[config.mk]
export PLATFORM = sky130hd
export DESIGN_NAME = c_unary_beat
export DESIGN_NICKNAME = d
export VERILOG_FILES = /design/src/rtl/c_unary_stream_chk_beat.sv
export SDC_FILE = /design/constraint.sdc
export NUM_CORES = 1
export LEC_CHECK = 0
export CAP_MARGIN = 20
export CELL_PAD_IN_SITES_DETAIL_PLACEMENT = 1
export CELL_PAD_IN_SITES_GLOBAL_PLACEMENT = 1
export CORE_AREA = 2 2 53 55
export DETAILED_ROUTE_END_ITERATION = 6
export DIE_AREA = 0 0 55 57
export PLACE_DENSITY = 0.95
export SYNTH_ARGS = -nofsm -noshare
export SYNTH_HDL_FRONTEND = slang
export SYNTH_SLANG_ARGS = --single-unit
[constraint.sdc]
create_clock -name vclk -period 11.45
set_input_delay 3.435 -clock vclk [all_inputs]
set_output_delay 3.435 -clock vclk [all_outputs]
set_load 0.01 [all_outputs]
[src/rtl/c_unary_stream_chk_beat.sv]
// Per-beat edge finder (combinational): edge count saturating at 2, position of first edge, last bit.
module c_unary_beat #(
  parameter int P_W   = 8,
  parameter int POS_W = $clog2(P_W) + 1
) (
  input  logic [P_W-1:0]   x,
  input  logic             prev,
  input  logic             is_first,
  input  logic             mode,
  output logic [1:0]       edges,
  output logic [POS_W-1:0] pos,
  output logic             last_bit
);

  logic             ref_bit;
  logic [P_W-1:0]   diff;

  // On the first beat the reference is the lead value, so a wrong-polarity bit 0 shows up as an edge at 0.
  assign ref_bit  = is_first ? ~mode : prev;
  assign diff     = x ^ {x[P_W-2:0], ref_bit};
  assign last_bit = x[P_W-1];

  always_comb begin
    edges = 2'd0;
    pos   = '0;
    for (int i = P_W - 1; i >= 0; i--) begin
      if (diff[i]) begin
        pos = POS_W'(i);
        if (edges != 2'd2) edges = edges + 2'd1;
      end
    end
  end

endmodule

==> metrics.csv, run 1 <==
stage;metric;value;unit
final_layout;clkbuf count;0;
detailed_routing;vias per cell;6.02;
timing;Slew headroom;42.4;%
place;Detailed Place HPWL;2460;um
final_layout;Final Core Density;47.3;%
place;IO buf count;17;
power_and_ir_drop;leakage power;0.000476;uW
die;Die ar.;3140;sq um
timing;final period utilization;95.3;%
global_route;initial antenna violation count;0;
timing;setup TNS;0;ns
worst_hold_path;Worst Hold Class;in -> out;
logic_synthesis;register area share after synthesis;0;%
logic_synthesis;count of cell types in the netlist;58;
timing;final hold vios;0;
detailed_routing;Iter 0 DRT Violations;20;
power_and_ir_drop;Max rail drop VDD;0.0000469;V
global_route;Total GRT Usage;20.3;%
critical_path;critical path class;in -> out;
cts;post_cts resized;0;
logic_synthesis;Synth area leader;xnor2_1;
global_route;residual overflow from global routing;0;
cts;setup bufs post-CTS;0;
detailed_routing;DRC Markers;0;
logic_synthesis;Synth area leaders;xnor2_1, ha_1, o21ai_0;
final_layout;register area;0;sq um
logic_synthesis;Synth top area share;7.89;%
detailed_routing;wire per inst;16.1;um
status;status;finished, final reports clean;
final_layout;layout net count;174;
critical_path;Critical Path RT;8.02;ns
logic_synthesis;Post-Syn Area;1110;sq um
die;IO Pins;18;
final_layout;FFs & Latches;0;
cts;Post-CTS Hold Buffers;0;
timing;endpoints failing setup;0;
global_route;vias in the first global route;1121;
place;placed cell count;186;
timing;min cycle time layout;10.91;ns
detailed_routing;DRT antenna net count;0;
timing;Final Max Tran Viols;0;
logic_synthesis;Synth Instances;150;
global_route;largest net degree at the start of global routing;27;
logic_synthesis;mean post-synth cell area;7.40;sq um
critical_path;CP Max Fanout;9;
place;GPL Wtd Cong;0.830;
place;Placed Area;1240;sq um
timing;unrepaired setup endpoints after global routing;no;
logic_synthesis;post-synthesis net count;167;
detailed_routing;TritonRoute pass-1 iters;4;
detailed_routing;DRT Wirelength;2990;um
logic_synthesis;Synthesis Warnings;0;
die;core area;2620;sq um
critical_path;critical path launch point type;primary input;
timing;actual slew at the worst max-slew pin;0.861;ns
final_layout;final instance area;1240;sq um
die;Die Y-Extent;57;um
die;die span in x;55;um
detailed_routing;DR vias;1119;
flow_run;Max Cap Viol;0;
die;Rows;19;
power_and_ir_drop;P per Cell Area;78.6;nW/um^2
timing;maximum clock rate;91.7;MHz
final_layout;ANT cells;0;
final_layout;fraction of layout cells with a size suffix above 1;10.3;%
critical_path;Worst setup EP type;output pin;
critical_path;WP data arrival;7.48;ns
die;Initial Util;42.4;%
global_route;first-pass GRT wire length;5020;um
final_layout;fin cells;186;
final_layout;area grow syn2layout;11.4;%
timing;WHS;7.84;ns
worst_hold_path;hold depth;2;
[worst max-delay path, stage by stage]
cell and delay, ns:
clkdlybuf4s50_1 0.48, xnor2_1 0.35, inv_1 0.11, ha_1 0.33, xor2_1 0.30, o2111ai_1 0.16, and3_1 0.26, a22o_1 0.28
nor4_1 0.29, a21oi_1 0.08, o31ai_1 0.32, nor2_1 0.10, ha_1 0.29, nand2_1 0.04, o21ai_1 0.09, clkdlybuf4s50_1 0.55
[path summary, 6_finish.rpt]
check | start | to | slack (ns)
max | x[6] | edges[1] | 0.54
min | x[7] | last_bit | 7.84
[per-layer routing]
metal  track usage [%]  part of all wire (%)  vias to the layer above
met5                 0                     0                        -
met4              4.18                   2.3                        0
met3             0.785                   1.8                        7
met2              38.3                    53                       23
met1              24.4                    43                      524
li1                  -                     -                      565
[synth_stat cells (all sizes together) (5+ instances only)]
library cell,count
a21oi,6
buf,10
ha,6
inv,6
nand2,10
nor2,11
nor2b,5
o21ai,10
xnor2,11
[through the flow]
| step | setup slack (ns) | total power (uW) |
|---|---|---|
| floorplan | 1.85 | 70.6 |
| global placement | 0.743 | 91.5 |
| detailed placement | 0.534 | 96.6 |
| CTS | 0.527 | 97.1 |
| global route | 0.189 | 107 |
| finish | 0.539 | 97.1 |
[cell type report]
cell class / instances / area, sq um
multi-input combinational: 131 / 997
inverter: 6 / 22.5
tap: 31 / 38.8
timing repair buffer: 18 / 178
fill: 340 / 1380
[placed cells by master, fill, tap and decap left out, types with 2 or more instances in the layout]
cell | synthesis | layout
a22oi_1 | 2 | 2
a21o_1 | 2 | 2
a221oi_1 | 2 | 2
nor2b_1 | 5 | 5
clkdlybuf4s50_1 | 0 | 17
o31ai_1 | 3 | 3
ha_1 | 6 | 6
or2_2 | 2 | 2
and3_1 | 3 | 3
nand3_1 | 4 | 4
and2b_4 | 2 | 2
nor3_1 | 2 | 2
nand2b_1 | 4 | 4
a21oi_1 | 6 | 6
xnor2_1 | 10 | 10
inv_1 | 6 | 6
xor2_1 | 2 | 2
a221oi_2 | 2 | 2
o211ai_1 | 3 | 3
a211oi_1 | 2 | 2
o22ai_1 | 2 | 2
o21ai_0 | 9 | 9
a31oi_1 | 2 | 2
and3b_1 | 4 | 4
nand2_1 | 10 | 10
nor2_1 | 10 | 10
mux2i_1 | 4 | 4
[where the power goes]
group          total [uW]  leakage (uW)  internal, uW  switching (uW)
logic                97.1      0.000476          44.3            52.8
clock network           0             0             0               0
registers               0             0             0               0
[cell families (layout without fill, tap and decap cells)]
family	count (synthesis)	count (layout)	synth area share (%)
simple gates	58	58	32.6
compound gates	48	48	33.6
buf+inv	19	24	10.1
xor+xnor	13	13	12.0
fa+ha+maj	6	6	6.76
mux	5	5	4.62
other cells	1	1	0.338
Note: power is estimated with default switching activity, not from simulation.
==> run 2, diff against run 1 <==
Settings changed: SLEW_MARGIN set to 20.
==> results of run 2 <==
Final layout, timing and power as in run 1 (identical DEF).
